**config.mk**
```make
export PLATFORM = sky130hd
export DESIGN_NAME = pp_command_gen
export DESIGN_NICKNAME = d
export VERILOG_FILES = /design/src/rtl/pp_command_gen.sv
export SDC_FILE = /design/constraint.sdc
export NUM_CORES = 1
export LEC_CHECK = 0
export CAP_MARGIN = 5
export CORE_MARGIN = 2
export CORE_UTILIZATION = 60
export CTS_CLUSTER_DIAMETER = 200
export DETAILED_ROUTE_END_ITERATION = 16
export HOLD_SLACK_MARGIN = 0.15
export PLACE_DENSITY = 0.9
export SKIP_CTS_REPAIR_TIMING = 1
export SLEW_MARGIN = 20
export SYNTH_ARGS = -nofsm -noshare
export SYNTH_HDL_FRONTEND = slang
export SYNTH_SLANG_ARGS = --single-unit
```
**constraint.sdc**
```tcl
create_clock -name clk -period 2 [get_ports clk]
set_input_delay 0.5 -clock clk [delete_from_list [all_inputs] [get_ports clk]]
set_output_delay 0.5 -clock clk [all_outputs]
set_load 0.005 [all_outputs]
```
**src/rtl/pp_command_gen.sv**
```systemverilog
// Pixel-processor command front end: debounced calibrate/clear keys drive a
// handshake FSM toward the controller (calibrate/clear out, status in).
//
// Ports: clk, reset (async, active low), key_calibrate_n, key_clear_n,
//        frame_start, enable, calibrateEnable, error -> calibrate, clear,
//        busy, timeout.

module pp_key_debounce #(
  parameter int CYCLES = 500000
) (
  input  logic clk,
  input  logic reset,
  input  logic key_n,
  output logic press
);

  localparam int W = (CYCLES > 1) ? $clog2(CYCLES) : 1;
  localparam logic [W-1:0] LAST = W'(CYCLES - 1);

  logic s1;
  logic s2;
  logic deb;
  logic deb_d;
  logic [W-1:0] cnt;

  always_ff @(posedge clk or negedge reset) begin
    if (!reset) begin
      s1    <= 1'b1;
      s2    <= 1'b1;
      deb   <= 1'b1;
      deb_d <= 1'b1;
      cnt   <= '0;
      press <= 1'b0;
    end else begin
      s1    <= key_n;
      s2    <= s1;
      deb_d <= deb;
      // registered edge detect adds the final stage of key latency
      press <= deb_d & ~deb;
      if (s2 == deb) begin
        cnt <= '0;
      end else if (cnt == LAST) begin
        deb <= s2;
        cnt <= '0;
      end else begin
        cnt <= cnt + 1'b1;
      end
    end
  end

endmodule

module pp_command_gen #(
  parameter int DEBOUNCE_CYCLES = 500000,
  parameter int CAL_FRAMES      = 16,
  parameter int TIMEOUT_CYCLES  = 1024
) (
  input  logic clk,
  input  logic reset,
  input  logic key_calibrate_n,
  input  logic key_clear_n,
  input  logic frame_start,
  input  logic enable,
  input  logic calibrateEnable,
  input  logic error,
  output logic calibrate,
  output logic clear,
  output logic busy,
  output logic timeout
);

  localparam int FW = (CAL_FRAMES > 1) ? $clog2(CAL_FRAMES) : 1;
  localparam int TW = (TIMEOUT_CYCLES > 1) ? $clog2(TIMEOUT_CYCLES) : 1;
  localparam logic [FW-1:0] FLAST = FW'(CAL_FRAMES - 1);
  localparam logic [TW-1:0] TLAST = TW'(TIMEOUT_CYCLES - 1);

  typedef enum logic [2:0] {
    IDLE, CAL_WAIT, CAL_RUN, CAL_DONE, CLR_WAIT, CLR_REL
  } state_t;

  state_t state, state_n;

  logic cal_press;
  logic clr_press;
  logic clr_pending, pend_n;
  logic cal_n, clr_n, tmo_n;
  logic [FW-1:0] fcnt, fcnt_n;
  logic [TW-1:0] tcnt;
  logic expired;

  pp_key_debounce #(.CYCLES(DEBOUNCE_CYCLES)) u_cal (
    .clk   (clk),
    .reset (reset),
    .key_n (key_calibrate_n),
    .press (cal_press)
  );

  pp_key_debounce #(.CYCLES(DEBOUNCE_CYCLES)) u_clr (
    .clk   (clk),
    .reset (reset),
    .key_n (key_clear_n),
    .press (clr_press)
  );

  assign expired = (tcnt == TLAST);

  always_comb begin
    state_n = state;
    cal_n   = calibrate;
    clr_n   = clear;
    pend_n  = clr_pending;
    fcnt_n  = fcnt;
    tmo_n   = 1'b0;
    unique case (state)
      IDLE: begin
        if (clr_press && enable) begin
          state_n = CLR_WAIT;
          clr_n   = 1'b1;
        end else if (cal_press && !enable &&
                     !calibrateEnable && !error) begin
          state_n = CAL_WAIT;
          cal_n   = 1'b1;
        end
      end
      CAL_WAIT: begin
        if (clr_press) begin
          cal_n = 1'b0;
          // only defer the clear if calibration actually started
          if (calibrateEnable) begin
            state_n = CAL_DONE;
            pend_n  = 1'b1;
          end else begin
            state_n = IDLE;
          end
        end else if (calibrateEnable) begin
          state_n = CAL_RUN;
          fcnt_n  = '0;
        end else if (expired) begin
          state_n = IDLE;
          cal_n   = 1'b0;
          tmo_n   = 1'b1;
        end
      end
      CAL_RUN: begin
        if (clr_press) begin
          state_n = CAL_DONE;
          cal_n   = 1'b0;
          pend_n  = 1'b1;
        end else if (frame_start) begin
          if (fcnt == FLAST) begin
            state_n = CAL_DONE;
            cal_n   = 1'b0;
          end else begin
            fcnt_n = fcnt + 1'b1;
          end
        end
      end
      CAL_DONE: begin
        if (enable) begin
          if (clr_pending) begin
            state_n = CLR_WAIT;
            clr_n   = 1'b1;
          end else begin
            state_n = IDLE;
          end
        end else if (expired) begin
          state_n = IDLE;
          tmo_n   = 1'b1;
        end
      end
      CLR_WAIT: begin
        if (error) begin
          state_n = CLR_REL;
          clr_n   = 1'b0;
        end else if (expired) begin
          state_n = IDLE;
          clr_n   = 1'b0;
          tmo_n   = 1'b1;
        end
      end
      CLR_REL: begin
        if (!error) begin
          state_n = IDLE;
        end else if (expired) begin
          state_n = IDLE;
          tmo_n   = 1'b1;
        end
      end
      default: state_n = IDLE;
    endcase
    if (state_n == IDLE || state_n == CLR_WAIT) begin
      pend_n = 1'b0;
    end
  end

  always_ff @(posedge clk or negedge reset) begin
    if (!reset) begin
      state       <= IDLE;
      calibrate   <= 1'b0;
      clear       <= 1'b0;
      busy        <= 1'b0;
      timeout     <= 1'b0;
      clr_pending <= 1'b0;
      fcnt        <= '0;
      tcnt        <= '0;
    end else begin
      state       <= state_n;
      calibrate   <= cal_n;
      clear       <= clr_n;
      busy        <= (state_n != IDLE);
      timeout     <= tmo_n;
      clr_pending <= pend_n;
      fcnt        <= fcnt_n;
      if (state_n != state) begin
        tcnt <= '0;
      end else if (tcnt != TLAST) begin
        tcnt <= tcnt + 1'b1;
      end
    end
  end

endmodule
```
After elaboration in Yosys (flattened, before gate mapping):

Cells that the tools add are included.
W data, S select, Z words.

* register bits: 70
* logic and storage cells: 136

* add/subtract/negate cells: 4
* eq/ne operators: 32
* multiplexer cells: 52
* bitwise operators: 6
* reduce and logical (&&, ||, !) cells: 22

Operators by type and width (number)
* $mux W19: 4
* $add A19 B1 Y19 const B: 2
* $eq A19 B19 Y1 const B: 2
* $mux W3: 12
* $mux W1: 22
* $mux W10: 2
* $mux W4: 5
* $ne A2 B2 Y1 const B: 10
* $ne A3 B2 Y1 const B: 6
* $pmux W3 S6: 1
* $reduce_bool A3 Y1: 4
* $add A10 B1 Y10 const B: 1
* $eq A10 B10 Y1 const B: 1
* $ne A10 B10 Y1 const B: 1
* $eq A3 B3 Y1 const B: 3
* $pmux W4 S2: 1
* $reduce_and A7 Y1: 1
* $eq A3 B2 Y1 const B: 2
* $logic_not A3 Y1: 2
* $ne A3 B3 Y1 const B: 2
* $pmux W1 S3: 2
* $reduce_and A6 Y1: 1
* $reduce_and A5 Y1: 1
* $add A4 B1 Y4 const B: 1
* 15 further kinds: 27

Logic depth before layout (Yosys ltp):

* depth after elaboration: 11
* mapped depth: 7

By module:

From an unflattened synthesis, not the netlist that was laid out.

* cells, all modules: 363
* area total of the unflattened synthesis: 3617.2 sq um

By module, submodules not included
* pp_key_debounce: instances 2, cells each 108, area each 1141.1 sq um, seq. area each 605.6 sq um
* pp_command_gen: instances 1, cells each 147, area each 1335.0 sq um, seq. area each 550.5 sq um

Worst setup path after synthesis:

Ideal clock, no wire load.

* path kind: input port to flip-flop
* start: input error
* end: register tcnt[2]
* library setup time: 0.107 ns
* arrival: 1.794 ns
* required time: 1.893 ns
* setup slack: 0.099 ns
* stages on the path: 5
* cell sequence: clkbuf_1 > a2111oi_0 > o31ai_1 > o2111ai_4 > a2111oi_4

* word-level cells in the longest chain between the ends: 7

Ends and longest elaborated chain
* start, declared: RTL line 65 `input logic error,`
* $logic_not A1 Y1
* $logic_and A1 B1 Y1: RTL line 120 `!calibrateEnable && !error) begin`
* $mux W3: RTL line 119 `end else if (cal_press && !enable &&`
* $mux W3: RTL line 116 `if (clr_press && enable) begin`
* $pmux W3 S6 *: RTL line 114 `unique case (state)`
* $ne A3 B3 Y1 *: RTL line 214 `if (state_n != state) begin`
* $mux W10 / $reduce_bool A2 Y1 (equally long branches)
* end signal, assigned: RTL line 217 `tcnt <= tcnt + 1'b1;`
* end, declared: RTL line 88 `logic [TW-1:0] tcnt;`

Mark *: on every way between the ends. The rest lies on a longest branch, timed or not.
A chain may end at the register's enable or synchronous reset.

Worst setup path after layout:

* start: register tcnt[0]
* end: register busy

* word-level cells in the longest chain between the ends: 6

Ends and longest elaborated chain
* $eq A10 B10 Y1 *: RTL line 105 `assign expired = (tcnt == TLAST);`
* $mux W3 *
* $mux W3: RTL line 135 `end else if (calibrateEnable) begin`
* $mux W3: RTL line 126 `if (clr_press) begin`
* $pmux W3 S6 *: RTL line 114
* via state_n[0]: RTL line 81 `state_t state, state_n;`
* $reduce_bool A3 Y1 *: RTL line 210 `busy <= (state_n != IDLE);`
* end signal, assigned: RTL line 210
* end, declared: RTL line 68 `output logic busy,`

Mark *: on every way through the listed nets, which the timed path passes. The rest lies on a longest branch.

==> impl_metrics.tcl <==
set metrics [dict create \
    final_common_cell "dfrtp_1" \
    criticalPathCategory "flop to flop" \
    grt_use_total 0.245 \
    wl_per_cell_um 15.8 \
    maxCapViolations 0 \
    grt_pass1_wl_um 12400 \
    startpoint_type "flop" \
    grt_remaining_overflow 0 \
    finClkSkew_ns 0.0211 \
    antenna_found_initial 0 \
    cts_sinks 70 \
    detail-route-antenna-nets 0 \
    synth_edf_count 0 \
    power.leakage_nw 1.75 \
    cp_top_family "simple AND/OR/NAND/NOR gates" \
    nets 408 \
    wl_um 7510 \
    syn_inst 362 \
    cp.arrival_ns 2.17 \
    clk_pin_slew_worst_paths_ns 0.09 \
    drv_slew 0 \
    num_vias 2874 \
    async_reset_ff_frac 1.00 \
    cts_buffer_depth 2 \
    clock_latency_ns 0.36 \
    rsz0062_at_grt "true" \
    synthFlopType "dfrtp_1" \
    worstPathCellList "ha_1, nand2_1, nor3_2, a31oi_4, a221o_1, or3_1" \
    cts-root-buf "clkbuf_8" \
    hold_violations 0 \
    avgSynthCellArea_um2 9.97 \
    crit_slowest_cell "dfrtp_1" \
    layout-drive-gt1-share 0.200 \
    hp-class "primary input to asynchronous set/reset pin" \
    diodes 0 \
    htreeDepth 3 \
    final.period_utilization 0.971 \
    setup_viol 0 \
    gp_congestion 0.872 \
    cp-end-kind "flop" \
    critPathMaxFanout 3 \
    crit_buf_inv 0 \
    ios 12 \
    io_buffers 11 \
    cts_buffers 9 \
    ys_ff_latch 70 \
    syn_nets 374 \
    via_per_inst 6.04 \
    tightest_slew_ns 0.565 \
    whs_ns 0.125 \
    synth_area_um2 3610 \
    fin_cells 476 \
    drc 0 \
    clock.fmax_mhz 515 \
    grt_pass1_vias 2759 \
    p_per_area_nw_per_um2 832 \
    start_util 0.617 \
    dp_hpwl_um 4900 \
    core_um2 5850 \
    dpl.cell_count 457 \
    crit_required_ns 2.23 \
    maxSlewHeadroom 0.614 \
    die_w_um 81.6 \
    layout_common_cells "61 x dfrtp_1, 55 x nor2_1, 28 x nand3_1" \
    dieArea_um2 6650 \
    cts_tree "built" \
    irDropWorstVdd_mv 0.580 \
    drt_iter0_markers 201 \
    dp_slack_ns -0.407 \
    yosysUniqueCellTypes 66 \
    slowest_delay_ns 0.40 \
    grt_start_max_net_pins 71 \
    ys_seq_area_frac 0.488 \
    status "complete, no violations" \
    num_rows 28 \
    yosysWarnings 0 \
    fin_ws_ns 0.0578 \
    area_growth_pct 16.2 \
    dr.pass1.iters 4 \
    die_h_um 81.6 \
    period_needed_ns 1.94 \
]
[Yosys cell counts, types with 2 or more instances]
library cell  instances  share of area
mux2i_1               2         0.0055
dfstp_2               8          0.058
nor2b_1               5         0.0087
nor2_1               55          0.057
and3_1                6          0.010
nand3_1              28          0.039
nor4_1                8          0.014
o21ai_0               4         0.0055
a21oi_1              10          0.014
mux2_2                2         0.0062
xor2_1               19          0.046
buf_2                 5         0.0069
xnor2_1              22          0.053
nand3b_1              2         0.0042
and4_1                2         0.0049
nor4_2                2         0.0069
clkbuf_1              8         0.0083
nand2b_1              4         0.0069
nor3_2                2         0.0055
ha_1                  4          0.014
inv_1                11          0.011
or2_2                 2         0.0035
nand4_1               7          0.012
nor3b_1               2         0.0042
or3_1                 3         0.0052
nor3_1               13          0.018
inv_2                 2         0.0021
o21ai_1               2         0.0028
nand2_1              22          0.023
a21o_1                3         0.0062
dfrtp_1              62           0.43
[power by group]
group / internal [mW] / leakage, nW / switching (mW)
Combinational: 0.334 / 0.744 / 0.357
Sequential: 1.55 / 0.912 / 0.130
Clock: 0.573 / 0.0923 / 0.540
[routing by layer]
layer	wire (um)	GRT usage	vias up
li1	-	-	1338
met1	3140	0.305	1410
met2	3790	0.411	102
met3	404	0.0648	24
met4	167	0.0898	0
met5	0	0	-
[registers in the layout, summed over array words and instances, names as in the netlist, 3 cells and up]
| name | cells |
|---|---|
| tcnt | 10 |
| u_clr.cnt | 19 |
| fcnt | 4 |
| state | 3 |
| u_cal.cnt | 19 |
[cell families (layout without fill, tap and decap cells)]
group,count (synthesis),after routing,synth area share
compound gates,42,43,0.105
mux,4,4,0.0118
buf+inv,28,66,0.0319
simple gates,173,173,0.250
fa+ha+maj,4,4,0.0139
xor+xnor,41,41,0.0995
flops,70,70,0.488
[stage by stage]
stage                     instance area, um^2  TNS [ns]  total power [mW]   util
after floorplan                          3610         0              2.14      -
after global placement                   3940     -4.87              2.31  0.673
after detailed placement                 3940     -6.08              2.36  0.673
after CTS                                4130   -0.0530              3.47  0.705
after global routing                     4190  -0.00658              3.67  0.717
final                                    4190         0              3.49  0.717
[final cells by class]
| type | instances | area, um^2 |
|---|---|---|
| clock buffers | 10 | 128 |
| clock inverters | 6 | 63.8 |
| fillers | 395 | 1660 |
| inverters | 13 | 48.8 |
| multi-input cells | 265 | 1780 |
| flip-flops and latches | 70 | 1760 |
| well taps | 75 | 93.8 |
| repair buffers | 37 | 320 |
[final timing paths]
check / from / to / slack (ns) / cells after the start
worst max register to register: tcnt[0] / busy / 0.06 / 6
max in group asynchronous: reset / u_cal.s1 / 1.51 / 2
worst max-delay path: tcnt[0] / busy / 0.06 / 6
worst min-delay path: reset / calibrate / 0.13 / 2
min in group clk: u_cal.s1 / u_cal.s2 / 0.36 / 0
worst min register to register: u_cal.s1 / u_cal.s2 / 0.36 / 0
Power figures use the tool's default switching activity.
